`src/rtl/tdm_dist_pkg.sv`:
```
// Shared encodings for the TDM distributor: mode values, FIFO entry layout
// {channel, data} and the scan-pointer wrap helper.
package tdm_dist_pkg;

    typedef enum logic {
        MODE_ADDR = 1'b0,
        MODE_SCAN = 1'b1
    } mode_e;

    // Channel field is sized for the largest legal channel count (16), so an
    // out-of-range iSel survives into the FIFO and is detected at pop time.
    localparam int CHAN_W = 4;

    typedef logic [CHAN_W-1:0] chan_t;

    // FIFO entry layout: channel field in the MSBs, data word in the LSBs.
    function automatic int entryWidth(input int dataWidth);
        return CHAN_W + dataWidth;
    endfunction

    function automatic chan_t nextScan(input chan_t ptr, input int channels);
        if (int'(ptr) >= channels - 1) begin
            return '0;
        end
        return ptr + chan_t'(1);
    endfunction

endpackage

```
`src/rtl/sync_fifo.sv`:
```
// Single-clock FIFO with registered occupancy count; head entry is presented
// combinationally. Push is ignored when full, pop is ignored when empty.
module sync_fifo #(
    parameter int WIDTH = 8,
    parameter int DEPTH = 4
) (
    input  logic                         iClk,
    input  logic                         iRst_n,
    input  logic                         iPush,
    input  logic                         iPop,
    input  logic [WIDTH-1:0]             iData,
    output logic [WIDTH-1:0]             oData,
    output logic [$clog2(DEPTH+1)-1:0]   oCount
);

    localparam int PTR_W = (DEPTH > 1) ? $clog2(DEPTH) : 1;
    localparam int CNT_W = $clog2(DEPTH + 1);

    logic [WIDTH-1:0] mem [DEPTH];
    logic [PTR_W-1:0] wrPtr;
    logic [PTR_W-1:0] rdPtr;
    logic             doPush;
    logic             doPop;

    assign doPush = iPush && (oCount != CNT_W'(DEPTH));
    assign doPop  = iPop && (oCount != '0);
    assign oData  = mem[rdPtr];

    // Storage carries no reset; only pointers and count define validity.
    always_ff @(posedge iClk) begin
        if (doPush) begin
            mem[wrPtr] <= iData;
        end
    end

    always_ff @(posedge iClk or negedge iRst_n) begin
        if (!iRst_n) begin
            wrPtr  <= '0;
            rdPtr  <= '0;
            oCount <= '0;
        end else begin
            if (doPush) begin
                wrPtr <= wrPtr + PTR_W'(1);
            end
            if (doPop) begin
                rdPtr <= rdPtr + PTR_W'(1);
            end
            case ({doPush, doPop})
                2'b10:   oCount <= oCount + CNT_W'(1);
                2'b01:   oCount <= oCount - CNT_W'(1);
                default: oCount <= oCount;
            endcase
        end
    end

endmodule

```
`src/rtl/tdm_distributor.sv`:
```
// Buffers words in a FIFO and distributes them to per-channel held outputs,
// addressed or round-robin. Optional macro TDM_DISTRIBUTOR_CLEAR_EN makes each
// slice return to zero one cycle after its strobe.
module tdm_distributor
    import tdm_dist_pkg::*;
#(
    parameter int WIDTH    = 8,
    parameter int CHANNELS = 8,
    parameter int DEPTH    = 4
) (
    input  logic                         iClk,
    input  logic                         iRst_n,
    input  logic [WIDTH-1:0]             iData,
    input  logic [$clog2(CHANNELS)-1:0]  iSel,
    input  logic                         iMode,
    input  logic                         iValid,
    output logic                         oReady,
    input  logic                         iEn,
    input  logic                         iClr,
    output logic [CHANNELS*WIDTH-1:0]    oData,
    output logic [CHANNELS-1:0]          oStrobe,
    output logic [$clog2(DEPTH+1)-1:0]   oCount,
    output logic                         oErr
);

    localparam int CNT_W   = $clog2(DEPTH + 1);
    localparam int ENTRY_W = entryWidth(WIDTH);

    logic                      accept;
    logic                      pop;
    logic                      popHit;
    chan_t                     scanPtr;
    chan_t                     pushChan;
    chan_t                     popChan;
    logic [WIDTH-1:0]          popData;
    logic [ENTRY_W-1:0]        pushEntry;
    logic [ENTRY_W-1:0]        popEntry;
    logic [CHANNELS-1:0]       strobeNext;
    logic [CHANNELS*WIDTH-1:0] dataNext;

    // Ready depends on stored occupancy only, never on a same-cycle pop.
    assign oReady    = (oCount < CNT_W'(DEPTH));
    assign accept    = iValid && oReady;
    assign pushChan  = (iMode == MODE_SCAN) ? scanPtr : chan_t'(iSel);
    assign pushEntry = {pushChan, iData};

    assign pop              = iEn && (oCount != '0);
    assign {popChan, popData} = popEntry;
    assign popHit           = pop && (int'(popChan) < CHANNELS);

    sync_fifo #(
        .WIDTH (ENTRY_W),
        .DEPTH (DEPTH)
    ) uFifo (
        .iClk   (iClk),
        .iRst_n (iRst_n),
        .iPush  (accept),
        .iPop   (pop),
        .iData  (pushEntry),
        .oData  (popEntry),
        .oCount (oCount)
    );

    // A scan word accepted together with iClr still uses the old pointer.
    always_ff @(posedge iClk or negedge iRst_n) begin
        if (!iRst_n) begin
            scanPtr <= '0;
        end else if (iClr) begin
            scanPtr <= '0;
        end else if (accept && (iMode == MODE_SCAN)) begin
            scanPtr <= nextScan(scanPtr, CHANNELS);
        end
    end

    always_ff @(posedge iClk or negedge iRst_n) begin
        if (!iRst_n) begin
            oErr <= 1'b0;
        end else if (iClr) begin
            oErr <= 1'b0;
        end else if (pop && !popHit) begin
            oErr <= 1'b1;
        end
    end

    always_comb begin
        strobeNext = '0;
        dataNext   = oData;
        for (int n = 0; n < CHANNELS; n++) begin
`ifdef TDM_DISTRIBUTOR_CLEAR_EN
            if (oStrobe[n]) begin
                dataNext[n*WIDTH +: WIDTH] = '0;
            end
`endif
            if (popHit && (popChan == chan_t'(n))) begin
                strobeNext[n]              = 1'b1;
                dataNext[n*WIDTH +: WIDTH] = popData;
            end
        end
    end

    always_ff @(posedge iClk or negedge iRst_n) begin
        if (!iRst_n) begin
            oData   <= '0;
            oStrobe <= '0;
        end else begin
            oData   <= dataNext;
            oStrobe <= strobeNext;
        end
    end

endmodule

```
`config.mk`:
```
export PLATFORM = sky130hd
export DESIGN_NAME = tdm_distributor
export DESIGN_NICKNAME = d
export VERILOG_FILES = /design/src/rtl/tdm_dist_pkg.sv /design/src/rtl/sync_fifo.sv /design/src/rtl/tdm_distributor.sv
export SDC_FILE = /design/constraint.sdc
export NUM_CORES = 1
export LEC_CHECK = 0
export CAP_MARGIN = 20
export CORE_MARGIN = 2
export CORE_UTILIZATION = 30
export DETAILED_ROUTE_END_ITERATION = 10
export SLEW_MARGIN = 20
export SYNTH_ARGS = -nofsm -noshare
export SYNTH_HDL_FRONTEND = slang
export SYNTH_SLANG_ARGS = --single-unit
```
`constraint.sdc`:
```
create_clock -name iClk -period 2.5 [get_ports iClk]
set_clock_uncertainty 0.15 [all_clocks]
set_input_delay 0.75 -clock iClk [delete_from_list [all_inputs] [get_ports iClk]]
set_output_delay 0.75 -clock iClk [all_outputs]
set_load 0.03 [all_outputs]
```
Yosys cells after proc, flatten, opt, wreduce, memory -nomap -nowiden --
Memory sizes are Yosys's and may differ from the RTL's. Cells that the tools add are included.
Storage, ports and cells: register bits 84, RAM bits 48, input port bits 17, output and inout port bits 77, logic and storage cells 75, memories 1
Memory list:
- uFifo.mem | depth 4, width 12, read ports 1, clocked after Yosys merged registers in 0, write ports 1, RTL line sync_fifo.sv:19 | logic [WIDTH-1:0] mem [DEPTH];
Cells by class: add/subtract/negate cells 5, order comparisons 3, eq/ne operators 10, mux-type cells 21, reductions and logical operators 21
Operators with widths (number):
- 2-to-1 mux 4 bit | 5
- equality test 4 x 3 -> 1 bit, second input constant | 4
- logical AND 1 bit | 15
- 2-to-1 mux 1 bit | 15
- equality test 4 x 2 -> 1 bit, second input constant | 2
- case mux 3 bit (2 select lines) | 1
- nonzero test 2 bit | 3
- adder 2 x 1 -> 2 bit, second input constant | 2
- adder 4 x 1 -> 4 bit, second input constant | 1
- equality test 4 x 1 -> 1 bit, second input constant | 1
- greater-or-equal comparator 4 x 3 -> 1 bit, second input constant | 1
- zero test 4 bit | 1
- < comparator 4 bit, second input constant | 1
- adder 3 x 1 -> 3 bit, second input constant | 1
- < comparator 3 bit, second input constant | 1
- inequality test 3 bit, second input constant | 1
- nonzero test 3 bit | 1
- subtractor 3 x 1 -> 3 bit, second input constant | 1
- equality test 2 x 1 -> 1 bit, second input constant | 1
- equality test 2 bit, second input constant | 1
- zero test 1 bit | 1

Longest topological paths before layout --
word-level depth 8, mapped depth 9

Hierarchy --
A second synthesis with hierarchy kept.
Unflattened totals: cell total of the unflattened synthesis 289, area total of the unflattened synthesis 5195.0 um^2
By module, submodules not included:
- tdm_distributor | times used 1, cells each 189, area each 3019.1 um^2
- sync_fifo | times used 1, cells each 100, area each 2175.8 um^2

Worst setup path after synthesis --
OpenSTA, ideal clock, no wires.
path kind input-to-reg, start input port iValid, end register uFifo.oCount[2], data arrival time 1.995 ns, required time 2.218 ns, setup slack 0.223 ns, cell stages on the path 9, path buffers 1, cell sequence nor2b_1 -> clkbuf_1 -> inv_1 -> ha_1 -> inv_1 -> fa_1 -> xor2_1 -> nor2_1 -> xnor2_1
Between the ends: cells in the longest elaborated chain, start to end 4, elaborated cells on any way between the ends 6, those cells by class 2 x eq/ne; 1 x mux; 3 x reduce/logical
RTL lines:
- start: declaration | RTL line tdm_distributor.sv:16 | input logic iValid,
- logical AND 1 bit * | RTL line tdm_distributor.sv:43 | assign accept = iValid && oReady;
- logical AND 1 bit * | RTL line sync_fifo.sv:25 | assign doPush = iPush && (oCount != CNT_W'(DEPTH));
- equality test 2 x 1 -> 1 bit / equality test 2 bit (equally long branches) | RTL line sync_fifo.sv:48 | case ({doPush, doPop})
- case mux 3 bit (2 select lines) / nonzero test 2 bit (equally long branches)
- end signal: assignment | RTL line sync_fifo.sv:49 | 2'b10: oCount <= oCount + CNT_W'(1);
- end signal: assignment | RTL line sync_fifo.sv:50 | 2'b01: oCount <= oCount - CNT_W'(1);
- end signal: assignment | RTL line sync_fifo.sv:51 | default: oCount <= oCount;
- end: declaration | RTL line sync_fifo.sv:13 | output logic [$clog2(DEPTH+1)-1:0] oCount
Every way passes the cells marked *; elsewhere a longest branch is shown, timed or not. A chain may end at the register's enable or synchronous reset.

Final worst setup path --
start register uFifo.oCount[1], end output port oCount[1]
RTL lines:
- end: declaration | RTL line tdm_distributor.sv:22 | output logic [$clog2(DEPTH+1)-1:0] oCount,
No word-level cell between the ends.

==> results.tsv <==
stage	metric	value	unit
yosys	synth-simple-area-share	5.65	%
worst_setup_path	critical_path_class	register to output pin	
yosys	synth_fa_ha_area_share	1.82	%
placement	place.gp.congestion	0.701	
global_routing	grt_pass1_vias	3092	
drt	drc_errors	0	
status	status	finished clean	
yosys	synth.area.mux_share	21.0	%
power_and_ir_drop	cellLeakagePower	3.02	nW
yosys	synth_top_family_by_area	multiplexers	
timing	slew_viol_final	0	
worst_setup_path	cp_num_buf_inv	1	
timing	tightestPinTransition	0.392	ns
placement	dp_slack	-0.198	ns
clock_network	clk_latency	0.41	ns
final_layout	antenna_cells	0	
floorplanning	dieArea	18500	sq um
yosys	netlist_top_cells_area	dfrtp_1 (40%), edfxtp_1 (28%), mux2_2 (11%)	
worst_setup_path	crit-reg2reg-launch	uFifo.rdPtr[0]	
timing	setup_viol	0	
timing	slew_headroom	73.7	%
worst_setup_path	required	1.60	ns
global_routing	grt_pass1_wl	17100	um
yosys	synthDistinctLibCells	33	
placement	place_inst	620	
floorplanning	initial_utilization	30.4	%
hold_path	hp-class	primary input to async pin	
floorplanning	die_w	136	um
clock_network	cts_tree	yes	
floorplanning	num_rows	48	
final_layout	instances_no_fill	652	
global_routing	grt_overflow	0	
final_layout	area_growth	37.2	%
yosys	synthXorXnorAreaFrac	1.01	%
global_routing	antenna_found_initial	1	
drt	antenna_left	0	
yosys	ys_ff_latch	132	
yosys	synth_top_area_share	40.2	%
power_and_ir_drop	power.density	1440	nW/um^2
clock_network	htree_levels	4	
clock_network	clk_pin_slew	0.06	ns
run	drv_cap	0	
drt	wl_per_cell	16.9	um
yosys	async_flop_share	63.6	%
timing	finalCritPeriodShare	96.5	%
worst_setup_path	cpLargestDelayFamily	buffers and inverters	
drt	drt_iter0_drc	171	
placement	dp_hpwl	7710	um
global_routing	grt.total_usage	12.6	%
drt	vias	2931	
timing	rsz0062_at_grt	no	
worst_setup_path	rr_worst_depth	4	
yosys	synth_edf_count	48	
drt	first_pass_iters	4	
timing	fin_crit	2.41	ns
worst_setup_path	path_depth	1	
worst_setup_path	cp_cell_sequence	clkdlybuf4s50_1	
yosys	yosysMostFrequentCell	dfrtp_1	
yosys	synth.yosys.warnings	0	
worst_setup_path	cp.arrival	1.51	ns
worst_setup_path	endpoint	oCount[1]	
yosys	synth_compound_area_share	1.13	%
worst_setup_path	end_kind	output pin	
final_layout	num-fill-cells	1581	
yosys	synthFlopType	dfrtp_1	
floorplanning	die_h	136	um
floorplanning	core_area	17200	sq um
final_layout	num-nets-final	438	
yosys	synth_area	5230	sq um
worst_setup_path	path_max_fanout	3	
power_and_ir_drop	ir_drop	0.000679	V
yosys	yosys-top-cells-count	dfrtp_1 (84), mux2_2 (49), edfxtp_1 (48)	
placement	io_buffers	93	
clock_network	clkSinkCount	132	
timing	hold_violations	0	
timing	setup_ws	0.0871	ns
worst_setup_path	crit_path_start	uFifo.oCount[1]	
worst_setup_path	worst_path_max_delay_cell	clkdlybuf4s50_1	
yosys	seq_area_frac_synth	67.8	%
yosys	synth_top_cell_by_area	dfrtp_1	
worst_setup_path	worstSetupStartpointType	register	
yosys	syn-num-nets	313	
final_layout	drive_gt1_share	32.1	%
worst_setup_path	timing.rr.end	oData[56]	
yosys	syn_inst	289	
floorplanning	io_pins	94	
timing	clock.fmax	0.414	GHz
global_routing	grt_max_degree	51	
drt	via_per_inst	4.50	
drt	drt-total-wl	11000	um
clock_network	cts_root_buf	clkbuf_16	
clock_network	cts_made_buffers	17	
worst_setup_path	reg2reg_slack	0.22	ns
worst_setup_path	crit_path_max_incr_delay	0.70	ns
clock_network	cts_max_path_buffers	2	
yosys	syn_area_per_cell	18.1	sq um
-- kinds of logic after synthesis --
family	after synthesis
buffers and inverters	19
adders and majority gates	7
DFF	132
and+or+nand+nor	37
muxes	80
xor gates and xnor gates	6
AOI/OAI and AO/OA	8
-- worst min-delay path by stage --
| stage | depth (start not counted) | endpoint | slack, ns | startpoint |
|---|---|---|---|---|
| floorplan | 0 | oData[0] | 0.30 | iRst_n |
| global placement | 1 | oData[34] | 0.33 | oData[34] |
| detailed placement | 1 | oData[38] | 0.34 | oData[38] |
| CTS | 1 | oData[44] | 0.04 | iRst_n |
| global route | 1 | oData[44] | 0.05 | iRst_n |
| finish | 1 | oData[44] | 0.06 | iRst_n |
-- metrics by stage --
step / area (sq um) / setup TNS [ns] / util (%) / hold slack [ns] / power (mW)
5_1_grt: 7170 / 0 / 41.7 / 0.0535 / 10.9
3_5_place_dp: 6590 / -5.88 / 38.4 / 0.343 / 8.03
6_report: 7170 / 0 / 41.7 / 0.0566 / 10.3
4_1_cts: 7160 / 0 / 41.7 / 0.0373 / 10.5
2_1_floorplan: 5230 / 0 / - / 0.304 / 6.15
3_3_place_gp: 6590 / -4.97 / 38.4 / 0.330 / 7.94
-- layout make-up --
class | count | area, sq um | area share [%]
multi-input combinational | 138 | 1600 | 22.3
timing repair buffer | 111 | 1120 | 15.6
clock buffer | 22 | 444 | 6.19
tap | 225 | 282 | 3.93
sequential | 132 | 3540 | 49.4
inverter | 14 | 52.6 | 0.733
clock inverter | 10 | 134 | 1.87
-- metal layers --
layer / global-route usage (%) / share of wire, %
met4: 5.38 / 1.8
met1: 15.7 / 44
met3: 4.10 / 5.8
met2: 20.1 / 49
met5: 0 / 0
-- sequential cells by signal, indices dropped and copies added, names as in the netlist --
| signal | flops |
|---|---|
| oData | 64 |
| oErr | 1 |
| oStrobe | 8 |
| scanPtr | 4 |
| uFifo.mem | 48 |
| uFifo.oCount | 3 |
| uFifo.rdPtr | 2 |
| uFifo.wrPtr | 2 |
-- power breakdown --
group	internal, mW	switching (mW)
Sequential	2.98	0.438
Clock	1.56	0.858
Combinational	2.07	2.42
Total	6.62	3.72
-- cells in the final DEF, fill, tap and decap left out, types with 12 or more instances in the layout --
master,Yosys,final
clkdlybuf4s50_1,0,89
dfrtp_1,84,83
mux2_2,49,49
edfxtp_1,48,48
clkbuf_16,0,17
mux2_4,16,16
buf_4,1,15
inv_1,14,14
mux4_2,12,12
-- timing repair --
action	4_1_cts	5_1_grt
hold buffers	0	0
setup endpoints to repair	1	10
pin swaps	0	0
buffers inserted	0	0
gates resized for setup	1	3
No activity file was read; power rests on OpenSTA's default activity.
==> RTL change, RTL diff (same settings) <==
Build with the macro `TDM_DISTRIBUTOR_CLEAR_EN` defined.
--- a/src/rtl/tdm_distributor.sv
+++ b/src/rtl/tdm_distributor.sv
@@ -1,6 +1,8 @@
 // Buffers words in a FIFO and distributes them to per-channel held outputs,
 // addressed or round-robin. Optional macro TDM_DISTRIBUTOR_CLEAR_EN makes each
 // slice return to zero one cycle after its strobe.
+`define TDM_DISTRIBUTOR_CLEAR_EN
+
 module tdm_distributor
     import tdm_dist_pkg::*;
 #(
Formal check against the unedited RTL: not equivalent (a bounded check fails within 4 cycles, from zero or initial values and one cycle with iRst_n low).
==> RTL change against the original RTL <==
Sequential cell count unchanged. Critical path depth unchanged. Final area increased by 5.6%. Sequential share of layout area decreased by 2.6 points. Hold slack improved by 95 ps. Power decreased by 4.3%. Cell count increased by 10%. Area after synthesis increased by 6.8%. Worst setup slack improved by 24 ps. Via count increased by 11%. Routed wire length increased by 8.7%.
==> RTL change: results (changes against the original RTL) <==
status = finished, final reports clean
layout cells sized above 1 = 29.12% (-3.0 points)
Slew @ Worst Pin = 473.4 ps (+81.79 ps)
post-synthesis sequential area ratio = 63.53% (-4.3 points)
peak supply drop = 0.5580 mV (-18%)
crit path DAT = 1490 ps (-20 ps)
largest cells by area after synthesis = dfrtp_1 38%, edfxtp_1 26%, mux2_2 11%
1st-iter DRT viols = 176 (+2.9%)
vias post-DR = 3,252 (+11%)
GRT Total Usage = 12.79% (+0.20 points)
Placer Congestion = 0.7252 (+3.5%)
Cell Int Power = 6.390 mW (-3.4%)
drt wl/cell = 16.58 um (-1.6%)
Seq power = 3.28 mW (-4%)
Placed Area = 6977 sq um (+5.9%)
Synth top cells by count = 84 x dfrtp_1, 65 x nor2b_1, 56 x mux2_2, 48 x edfxtp_1, 15 x inv_1
via/cell ratio = 4.517 (+0.47%)
placed wire-length estimate = 8389 um (+8.8%)
Static Leak = 3.285 nW (+8.9%)
Power Combinational = 4.20 mW (-6.7%)
Post-Syn Nets = 376 (+20%)
post-synth cell types = 35 (+6.1%)
Post-Syn Instances = 352 (+22%)
Post-CTS Resized = 2 (+1)
largest net degree at the start of global routing = 37 (-27%)
global-route wire length before repair = 18,720 um (+9.8%)
## RTL change: changes by cell type in the layout (fill, tap and decap cells not counted), moves of 2 or more
cell       unedited run  this run
nand3b_1              3         0
clkbuf_8              0         3
nand2_4               6         4
clkbuf_1              5         2
nand3_1               3         1
nor3_4                2         0
mux2_4               16         8
nor2b_1               1        65
mux2_2               49        56
nand2_2               0         2
bufinv_16             3         1
buf_12                4         6
clkbuf_16            17        19
## RTL change: kinds of logic (layout without fill, tap and decap cells)
kind of cell / Yosys count / in the layout / synth area share, %
multiplexers: 80 / 80 / 19.09
flip-flops: 132 / 132 / 63.53
adder cells (fa/ha/maj): 7 / 7 / 1.705
buffers and inverters: 22 / 161 / 1.951
AO/OA/AOI/OAI: 10 / 10 / 1.144
XOR/XNOR: 6 / 6 / 0.9421
AND/OR/NAND/NOR: 95 / 95 / 11.64
## RTL change: final timing paths
check | from | to | slack, ps | cells past startpoint
worst max-delay path | uFifo.oCount[1] | oCount[1] | 110 | 1
worst min-delay path | iRst_n | uFifo.wrPtr[0] | 150 | 1
worst max register to register | uFifo.rdPtr[0] | oData[56] | 200 | 4
min in group iClk | scanPtr[1] | scanPtr[1] | 400 | 2
max in group asynchronous | iRst_n | oData[53] | 1420 | 2
worst min register to register | scanPtr[1] | scanPtr[1] | 400 | 2
## RTL change: layout make-up
type,instances,area [sq um]
Fill cell,1619,10510
Tap cell,229,286.5
Timing Repair Buffer,114,1164
Multi-Input combinational cell,198,1926
Clock buffer,24,524.3
Clock inverter,7,67.56
Inverter,16,60.06
Sequential cell,132,3545
## RTL change: layer usage
layer  part of all wire [%]  wire length (um)  up-vias  global-route usage, %
met4                    1.2               140        0                  4.466
met2                     49              5884       89                  21.03
li1                       -                 -     1510                      -
met3                    4.7               566        8                  4.068
met5                      0                 0        -                      0
met1                     45              5349     1645                  15.96
